**config.mk**
```make
export PLATFORM = sky130hd
export DESIGN_NAME = frame_seq_ctrl
export DESIGN_NICKNAME = d
export VERILOG_FILES = /design/src/rtl/frame_seq_ctrl.sv
export SDC_FILE = /design/constraint.sdc
export NUM_CORES = 1
export LEC_CHECK = 0
export CORE_MARGIN = 8
export CORE_UTILIZATION = 45
export DETAILED_ROUTE_END_ITERATION = 10
export HOLD_SLACK_MARGIN = 0.1
export PLACE_DENSITY = 0.68
export SYNTH_ARGS = -nofsm -noshare
export SYNTH_HDL_FRONTEND = slang
export SYNTH_SLANG_ARGS = --single-unit
```
**constraint.sdc**
```tcl
create_clock -name clk -period 7.7 [get_ports clk]
set_input_delay 1.155 -clock clk [delete_from_list [all_inputs] [get_ports clk]]
set_output_delay 1.155 -clock clk [all_outputs]
set_load 0.01 [all_outputs]
```
**src/rtl/frame_seq_ctrl.sv**
```systemverilog
// Frame-level acquisition sequencer in front of the quad pixel-readout FSM.
// Gates the readout enable per frame, waits for FIFO room, handles abort/PLL loss.
module frame_seq_ctrl #(
   parameter int FRAME_WORDS  = 1024,
   parameter int FREE_W       = 12,
   parameter int QUIET_CYCLES = 64
) (
   input  logic              clk,
   input  logic              rst_n,
   input  logic              start,
   input  logic              stop,
   input  logic              continuous,
   input  logic [15:0]       num_frames,
   input  logic [15:0]       gap_cycles,
   input  logic              pll_locked,
   input  logic              fifo_wr,
   input  logic              fifo_full,
   input  logic [FREE_W-1:0] fifo_free,
   output logic              fsm_en,
   output logic              busy,
   output logic [15:0]       frame_cnt,
   output logic              done,
   output logic              aborted,
   output logic              ovf_err,
   output logic              pll_err
);

   localparam int WCW = $clog2(FRAME_WORDS) + 1;
   localparam int QW  = $clog2(QUIET_CYCLES) + 1;

   localparam logic [WCW-1:0]  WC_PEN   = WCW'(FRAME_WORDS - 2);
   localparam logic [WCW-1:0]  WC_LAST  = WCW'(FRAME_WORDS - 1);
   localparam logic [QW-1:0]   Q_LAST   = QW'(QUIET_CYCLES - 1);
   localparam logic [FREE_W:0] FREE_MIN = (FREE_W + 1)'(FRAME_WORDS);

   typedef enum logic [2:0] {
      S_IDLE,
      S_WAIT,
      S_RUN,
      S_GAP,
      S_DRAIN
   } state_t;

   state_t r_state;
   state_t w_next;

   logic [WCW-1:0] r_word_cnt;
   logic [15:0]    r_frame_cnt;
   logic [15:0]    r_gap_cnt;
   logic [QW-1:0]  r_quiet;
   logic           r_cont;
   logic [15:0]    r_nframes;
   logic [15:0]    r_gap;
   logic           r_fsm_en;
   logic           r_done;
   logic           r_aborted;
   logic           r_ovf;
   logic           r_pll_err;

   logic        w_start;
   logic        w_space;
   logic        w_last;
   logic        w_pen;
   logic        w_abort;
   logic [15:0] w_fcnt_nxt;
   logic        w_all;
   logic        w_gap_end;
   logic        w_quiet_end;

   logic w_busy;
   logic w_en_nxt;
   logic w_frame_done;
   logic w_done_set;
   logic w_abort_set;
   logic w_pll_set;

   assign w_start     = (r_state == S_IDLE) && start;
   assign w_space     = ({1'b0, fifo_free} >= FREE_MIN) && pll_locked;
   assign w_last      = fifo_wr && (r_word_cnt == WC_LAST);
   assign w_pen       = fifo_wr && (r_word_cnt == WC_PEN);
   assign w_abort     = stop || !pll_locked;
   assign w_fcnt_nxt  = (r_frame_cnt == 16'hFFFF) ? r_frame_cnt
                                                  : r_frame_cnt + 16'd1;
   assign w_all       = !r_cont && (w_fcnt_nxt == r_nframes);
   assign w_gap_end   = (r_gap_cnt == r_gap - 16'd1);
   assign w_quiet_end = !fifo_wr && (r_quiet == Q_LAST);

   always_ff @(posedge clk or negedge rst_n) begin
      if (!rst_n) begin
         r_state <= S_IDLE;
      end else begin
         r_state <= w_next;
      end
   end

   // A completed frame takes priority over a coincident abort; the abort
   // then routes to DRAIN instead of finishing the run.
   always_comb begin
      w_next = r_state;
      case (r_state)
         S_IDLE: begin
            if (start) w_next = S_WAIT;
         end
         S_WAIT: begin
            if (stop)         w_next = S_IDLE;
            else if (w_space) w_next = S_RUN;
         end
         S_RUN: begin
            if (w_last) begin
               if (w_abort)              w_next = S_DRAIN;
               else if (w_all)           w_next = S_IDLE;
               else if (r_gap == 16'd0)  w_next = S_WAIT;
               else                      w_next = S_GAP;
            end else if (w_abort) begin
               w_next = S_DRAIN;
            end
         end
         S_GAP: begin
            if (stop)           w_next = S_IDLE;
            else if (w_gap_end) w_next = S_WAIT;
         end
         S_DRAIN: begin
            if (w_quiet_end) w_next = S_IDLE;
         end
         default: w_next = S_IDLE;
      endcase
   end

   always_comb begin
      w_busy       = (r_state != S_IDLE);
      w_en_nxt     = 1'b0;
      w_frame_done = 1'b0;
      w_done_set   = 1'b0;
      w_abort_set  = 1'b0;
      w_pll_set    = 1'b0;
      case (r_state)
         S_WAIT: begin
            w_en_nxt    = (w_next == S_RUN);
            w_abort_set = stop;
         end
         S_RUN: begin
            // Drop en one word early so the readout FSM does not relaunch.
            w_en_nxt     = r_fsm_en && !w_abort && !w_pen;
            w_frame_done = w_last;
            w_done_set   = w_last && !w_abort && w_all;
            w_pll_set    = !pll_locked;
         end
         S_GAP: begin
            w_abort_set = stop;
         end
         S_DRAIN: begin
            w_abort_set = w_quiet_end;
         end
         default: begin
            w_en_nxt = 1'b0;
         end
      endcase
   end

   always_ff @(posedge clk or negedge rst_n) begin
      if (!rst_n) begin
         r_fsm_en <= 1'b0;
         r_done   <= 1'b0;
      end else begin
         r_fsm_en <= w_en_nxt;
         r_done   <= w_done_set;
      end
   end

   always_ff @(posedge clk or negedge rst_n) begin
      if (!rst_n) begin
         r_cont    <= 1'b0;
         r_nframes <= 16'd0;
         r_gap     <= 16'd0;
      end else if (w_start) begin
         r_cont    <= continuous;
         r_nframes <= (num_frames == 16'd0) ? 16'd1 : num_frames;
         r_gap     <= gap_cycles;
      end
   end

   always_ff @(posedge clk or negedge rst_n) begin
      if (!rst_n) begin
         r_frame_cnt <= 16'd0;
         r_aborted   <= 1'b0;
         r_ovf       <= 1'b0;
         r_pll_err   <= 1'b0;
      end else if (w_start) begin
         r_frame_cnt <= 16'd0;
         r_aborted   <= 1'b0;
         r_ovf       <= 1'b0;
         r_pll_err   <= 1'b0;
      end else begin
         if (w_frame_done)                   r_frame_cnt <= w_fcnt_nxt;
         if (w_abort_set)                    r_aborted   <= 1'b1;
         if (w_pll_set)                      r_pll_err   <= 1'b1;
         if (w_busy && fifo_wr && fifo_full) r_ovf       <= 1'b1;
      end
   end

   always_ff @(posedge clk or negedge rst_n) begin
      if (!rst_n) begin
         r_word_cnt <= '0;
         r_gap_cnt  <= 16'd0;
         r_quiet    <= '0;
      end else begin
         if (r_state == S_WAIT)
            r_word_cnt <= '0;
         else if (r_state == S_RUN && fifo_wr)
            r_word_cnt <= r_word_cnt + 1'b1;

         if (r_state == S_GAP) r_gap_cnt <= r_gap_cnt + 16'd1;
         else                  r_gap_cnt <= 16'd0;

         if (r_state == S_DRAIN && !fifo_wr) r_quiet <= r_quiet + 1'b1;
         else                                r_quiet <= '0;
      end
   end

   assign fsm_en    = r_fsm_en;
   assign busy      = w_busy;
   assign frame_cnt = r_frame_cnt;
   assign done      = r_done;
   assign aborted   = r_aborted;
   assign ovf_err   = r_ovf;
   assign pll_err   = r_pll_err;

endmodule

```
==> flow_summary.json <==
{
  "ys_async_sr_fraction": 1.000,
  "slew_headroom": 0.2461,
  "arrival_ns": 3.74,
  "drc": 0,
  "drive_gt1_frac": 0.1032,
  "ys.flop_type": "dfrtp_1",
  "synth-edff-count": 0,
  "post_cts_buffers": 0,
  "grt_pass1_vias": 4517,
  "antenna_found_initial": 0,
  "drtIter0Drc": 324,
  "worstSetupStartpointType": "primary input",
  "postSynthCellCount": 566,
  "clock_path_buffers": 2,
  "tightest_slew_ns": 1.131,
  "hold_ws_ns": 0.4930,
  "setup_viol": 0,
  "cp_max_fo": 12,
  "cts_resized": 0,
  "core-area_sq_mm": 0.01181,
  "fmax_ghz": 0.2811,
  "yosysWarnings": 0,
  "reg2reg_from": "frame_cnt[0]",
  "netlist_area_sq_mm": 0.005368,
  "post-route-min-period_ns": 3.558,
  "synthDistinctLibCells": 59,
  "register_area_sq_mm": 0.002277,
  "hpwl_mm": 9.868,
  "ir_drop_uv": 265.2,
  "hold_path_class": "reg2reg",
  "finalCritPeriodShare": 0.4620,
  "hold_path_startpoint": "r_quiet[0]",
  "rows": 40,
  "routedWlPerCell_um": 17.78,
  "syn-num-nets": 624,
  "initial_core_util": 0.4544,
  "drv_cap": 0,
  "crit_path_max_incr_delay_ns": 0.63,
  "powerDensity_mw_per_mm2": 279.5,
  "htreeDepth": 3,
  "timing.rr.end": "done",
  "holdBufCountCts": 0,
  "wl_mm": 13.64,
  "ctsRootBufferMaster": "clkbuf_16",
  "gp_congestion": 0.9318,
  "ys_ff_latch": 91,
  "cts_buffers": 9,
  "cp_cell_sequence": "clkdlybuf4s50_1, nor4b_1, nand2_1, or3_1, nor2_1, a311oi_1",
  "tns_ns": 0,
  "hold_depth": 1,
  "cts_sinks": 91,
  "filler_cell_count": 1053,
  "grt_max_degree": 73,
  "clk_latency_ns": 0.35,
  "cts_tree": "built",
  "rrSetupSlack_ns": 4.47,
  "end_kind": "flip-flop",
  "maxSlewViolCount": 0,
  "drt_pass1_iterations": 5,
  "gr-total-overflow": 0,
  "worstRegToRegCells": 8,
  "n_antenna_cell": 0,
  "crit_type": "in2reg",
  "rsz0062_at_grt": "no",
  "multi_input_area_sq_mm": 0.002915,
  "die_w_um": 125.2,
  "seq_area_frac_synth": 0.4242,
  "area_growth_syn_to_layout_pct": 19.02,
  "status": "finished clean",
  "synth_area_per_cell_sq_um": 9.483,
  "nNetsFinal": 673,
  "fin_skew_ns": 0.005800,
  "cp_slowest_cell": "clkdlybuf4s50_1",
  "grt_pass1_wl_mm": 23.23,
  "leakagePower_nw": 2.586,
  "finalHoldViolCount": 0,
  "vias": 4500,
  "grt_usage": 0.1817,
  "ios": 74,
  "portBuffers": 63,
  "crit_required_ns": 7.88,
  "dieArea_sq_mm": 0.01568,
  "clk_pin_slew_worst_paths_ns": 0.06,
  "whs_endpoint": "r_quiet[0]",
  "viasPerCell": 5.867,
  "die_h_um": 125.2,
  "ant_nets": 0
}
## layout make-up
| class | instances | share of cell area |
|---|---|---|
| Clock buffer | 9 | 0.03525 |
| Clock inverter | 7 | 0.01430 |
| Multi-Input combinational cell | 434 | 0.4563 |
| Sequential cell | 91 | 0.3564 |
| Tap cell | 147 | 0.02879 |
| Timing Repair Buffer | 65 | 0.1007 |
| Inverter | 14 | 0.008226 |
## kinds of logic (layout without fill, tap and decap cells)
logic type                 count (synthesis)  count (layout)  synth area share
and+or+nand+nor                          230             230            0.2270
AOI/OAI and AO/OA                         96              96            0.1173
DFF                                       91              91            0.4242
xor gates and xnor gates                  65              65            0.1086
buffers and inverters                     41              95           0.03287
muxes                                     37              37           0.07599
adders and majority gates                  6               6           0.01399
## worst max-delay path by stage
stage / start / endpoint / slack, ns / cells past startpoint
finish: fifo_wr / frame_cnt[13] / 4.14 / 6
detailed placement: fifo_wr / frame_cnt[11] / 3.85 / 7
global route: fifo_wr / frame_cnt[13] / 3.85 / 6
floorplan: fifo_wr / frame_cnt[12] / 5.00 / 7
CTS: fifo_wr / frame_cnt[13] / 4.17 / 6
global placement: fifo_wr / frame_cnt[2] / 3.84 / 6
## state kept, by name, indices dropped and copies added, names as in the netlist, 3 cells and up
signal	cells
frame_cnt	16
r_gap	16
r_gap_cnt	16
r_nframes	16
r_word_cnt	11
r_quiet	7
r_state	3
## worst max-delay path, delay by kind of cell
| kind | cells | cell delay, ns |
|---|---|---|
| buffers and inverters | 1 | 0.63 |
| AO/OA/AOI/OAI | 1 | 0.16 |
| AND/OR/NAND/NOR | 4 | 1.78 |
## per-stage QoR
step,setup slack (ns),power (W),std cells,instance area (sq um),util
final,4.142,0.001786,767,6389,0.5409
after global routing,3.850,0.001899,767,6389,0.5409
after CTS,4.170,0.001796,767,6389,0.5409
after detailed placement,3.855,0.001314,751,6072,0.5141
after global placement,3.841,0.001291,751,6072,0.5141
after floorplan,4.995,0.001131,566,5368,-
## cell usage in the layout, fill, tap and decap left out, types with 3 or more instances in the layout
cell type | synthesis | layout
o22ai_1 | 4 | 4
mux2_2 | 30 | 30
buf_4 | 3 | 3
o41ai_1 | 3 | 3
nor3b_1 | 5 | 5
a311oi_1 | 3 | 3
nor3_1 | 14 | 14
o211ai_1 | 3 | 3
clkbuf_16 | 0 | 9
nand3_1 | 25 | 25
nand4_1 | 14 | 14
inv_1 | 14 | 14
ha_1 | 6 | 6
nand4_2 | 3 | 3
clkdlybuf4s50_1 | 0 | 62
a21oi_1 | 24 | 24
dfrtp_1 | 91 | 91
xnor2_1 | 33 | 33
o31ai_1 | 4 | 4
xor2_1 | 31 | 31
or3_1 | 4 | 4
clkinv_2 | 0 | 3
nand3b_1 | 6 | 6
nor2_1 | 69 | 69
a31oi_1 | 6 | 6
o21ai_0 | 29 | 29
mux2i_1 | 7 | 7
nand2b_1 | 5 | 5
nand2_1 | 42 | 42
and2_1 | 5 | 4
and3_1 | 10 | 10
nor4_1 | 8 | 8
and4_1 | 7 | 7
## Yosys cell counts (3+ instances only)
library cell / count / share of area
buf_4: 3 / 0.0042
inv_1: 14 / 0.0098
clkbuf_1: 13 / 0.0091
and2_1: 5 / 0.0058
ha_1: 6 / 0.014
buf_2: 8 / 0.0075
nor3_1: 14 / 0.013
and3_1: 10 / 0.012
a21oi_1: 24 / 0.022
nor3b_1: 5 / 0.0070
o211ai_1: 3 / 0.0042
o22ai_1: 4 / 0.0047
nand3b_1: 6 / 0.0084
nand2b_1: 5 / 0.0058
nand3_1: 25 / 0.023
mux2_2: 30 / 0.063
xor2_1: 31 / 0.051
nand4_1: 14 / 0.016
mux2i_1: 7 / 0.013
nor2_1: 69 / 0.048
nor4_1: 8 / 0.0093
xnor2_1: 33 / 0.054
o21ai_0: 29 / 0.027
or3_1: 4 / 0.0047
a311oi_1: 3 / 0.0049
nand2_1: 42 / 0.029
o41ai_1: 3 / 0.0049
dfrtp_1: 91 / 0.42
a31oi_1: 6 / 0.0070
o31ai_1: 4 / 0.0056
nand4_2: 3 / 0.0070
and4_1: 7 / 0.011
## where the power goes
part / internal (W) / switching [W]
clock: 0.000284 / 0.000192
combinational: 0.000297 / 0.000281
sequential: 0.000587 / 0.000146
## per-layer routing
metal / GRT usage / vias up / share of wire
met5: 0 / - / 0
met4: 0.07665 / 0 / 0.017
met3: 0.04037 / 17 / 0.069
met2: 0.2806 / 158 / 0.47
met1: 0.2405 / 2205 / 0.44
li1: - / 2120 / -
Note: power is estimated with default switching activity, not from simulation.
==> RTL edit, RTL diff (config.mk and constraints unchanged) <==
The parameter `QUIET_CYCLES` goes from 64 to 128.
--- a/src/rtl/frame_seq_ctrl.sv
+++ b/src/rtl/frame_seq_ctrl.sv
@@ -4,5 +4,5 @@
    parameter int FRAME_WORDS  = 1024,
    parameter int FREE_W       = 12,
-   parameter int QUIET_CYCLES = 64
+   parameter int QUIET_CYCLES = 128
 ) (
    input  logic              clk,
Behaviour: same outputs for any inputs over 10 cycles, from zero or initial values and one cycle with rst_n low; that may be too few to reach the edited logic, so the function may still have changed.
==> RTL edit against the original RTL <==
  * Setup slack better by 0.00096 ns
  * Sequential cell count rose by 1
  * Global-route usage is 0.071 points lower
  * Total power is 4.6% lower
  * Area after synthesis rose by 2.8%
  * Final area up 0.65%
  * Cell count rose by 9.6%
  * Die area increased by 2.4%
  * Routed wire length increased by 3.3%
  * Count of clock-buffer cells in the layout rose by 5
  * Critical endpoint is now frame_cnt[10]$_DFFE_PN0P_
==> RTL edit: results (changes against the original RTL) <==
status complete, no violations (unchanged); vias 4,796 (was 4,500); Worst VDD drop 0.000175 V (was 0.000265 V); min-delay src r_quiet[0]$_DFF_PN0_ (unchanged); total CTS buffers 9 (unchanged); Synth cell types 68 (was 59); clock skew 0.00772 ns (was 0.00580 ns); sequential fraction of the synthesis area 0.417 (was 0.424); hold_ws 0.459 ns (was 0.493 ns); Total Nets Final 747 (was 673); crit path max fanout 10 (was 12); Net Count, Synth 703 (was 624); vias in the first global route 4,644 (was 4,517); Hold-fix buffers, CTS 0 (unchanged); multiplexer area fraction after synthesis 0.0147 (was 0.0760); layout cells sized above 1 0.0461 (was 0.103); Final Non-Filler Cells 841 (was 767); Worst Max-Slew Pin Slew 1.21 ns (was 1.13 ns); Post-Synth XOR/XNOR Area 0.0905 (was 0.109); Async S/R FF share, synth 1.00 (unchanged); commonest cells in the netlist 127 x nand2_1, 92 x dfrtp_1, 60 x nor2_1 (was 91 x dfrtp_1, 69 x nor2_1, 42 x nand2_1); Final GP Congestion 0.894 (was 0.932); Total Routing Usage GR 0.181 (was 0.182); Worst Reg-to-Reg Cells 8 (unchanged); r2r setup slk 4.40 ns (was 4.47 ns); DP HPWL 10,200 µm (was 9870 µm); WP data arrival 3.82 ns (was 3.74 ns); Synth Instances 645 (was 566); Synth Area in Compound Gates 0.131 (was 0.117); highest-delay cell along the critical path clkdlybuf4s50_1 (unchanged); leakage power 2.70 nW (was 2.59 nW); first-pass GRT wire length 23,500 µm (was 23,200 µm); final WL 14,100 µm (was 13,600 µm); R2R Path End r_state[0]$_DFF_PN0_ (was done$_DFF_PN0_); ranking of synthesized cells by area dfrtp_1 42%, nand2_1 8.6%, xor2_1 4.9% (was dfrtp_1 42%, mux2_2 6.3%, xnor2_1 5.4%); largest net degree at the start of global routing 75 (was 73); Initial DRC Count 405 (was 324); post-synthesis adder-cell area fraction 0.0136 (was 0.0140); fill cell count 1,152 (was 1,053); Placed Instances 825 (was 751)
## RTL edit: changes by cell type after synthesis, moves of 7 or more
cell / before / now
o21ai_0: 29 / 37
xnor2_1: 33 / 26
nand2_1: 42 / 127
mux2_2: 30 / 1
nand3_1: 25 / 32
nor2_1: 69 / 60
## RTL edit: per-stage QoR
stage               instance area (µm²)  setup slack, ns  power, mW
finish                             6430             4.14       1.70
detailed placement                 6150             3.90       1.27
CTS                                6430             4.24       1.72
floorplan                          5520             5.09       1.09
global placement                   6150             3.94       1.25
global route                       6430             4.00       1.83
## RTL edit: cells by family (layout without fill, tap and decap cells)
group,count (synthesis),count (layout)
and+or+nand+nor,320,320
AOI/OAI and AO/OA,113,113
DFF,92,92
xor gates and xnor gates,57,57
buffers and inverters,49,98
muxes,8,8
adders and majority gates,6,6
## RTL edit: area by class of cell
type                            instances  share of cell area
Multi-Input combinational cell        504               0.460
Sequential cell                        92               0.358
Timing Repair Buffer                   65               0.100
Clock buffer                           14              0.0379
Tap cell                              147              0.0286
Inverter                               17             0.00992
Clock inverter                          2             0.00545
## RTL edit: worst max-delay path by stage
stage	from	endpoint	slack (ns)
after floorplan	frame_cnt[0]$_DFFE_PN0P_	r_state[0]$_DFF_PN0_	5.09
after global placement	fifo_wr	frame_cnt[1]$_DFFE_PN0P_	3.94
after detailed placement	fifo_wr	frame_cnt[1]$_DFFE_PN0P_	3.90
after CTS	fifo_wr	frame_cnt[10]$_DFFE_PN0P_	4.24
after global routing	fifo_wr	frame_cnt[10]$_DFFE_PN0P_	4.00
final	fifo_wr	frame_cnt[10]$_DFFE_PN0P_	4.14
## RTL edit: metal layers
layer / up-vias / GRT usage / part of all wire
met5: - / 0 / 0
met4: 0 / 0.0448 / 0.010
met3: 10 / 0.0549 / 0.063
met2: 112 / 0.279 / 0.45
met1: 2339 / 0.243 / 0.48
li1: 2335 / - / -
## RTL edit: worst register-to-register path: cells and delay by family (launching register included)
kind | cells | cell delay [ns]
compound gates | 2 | 0.59
xor+xnor | 1 | 0.20
fa+ha+maj | 1 | 0.38
simple gates | 4 | 1.57
flops | 1 | 0.46
## RTL edit: power breakdown
group / switching, mW / internal (mW) / leakage (nW)
Sequential: 0.143 / 0.584 / 1.23
Clock: 0.182 / 0.252 / 0.135
Combinational: 0.302 / 0.240 / 1.34
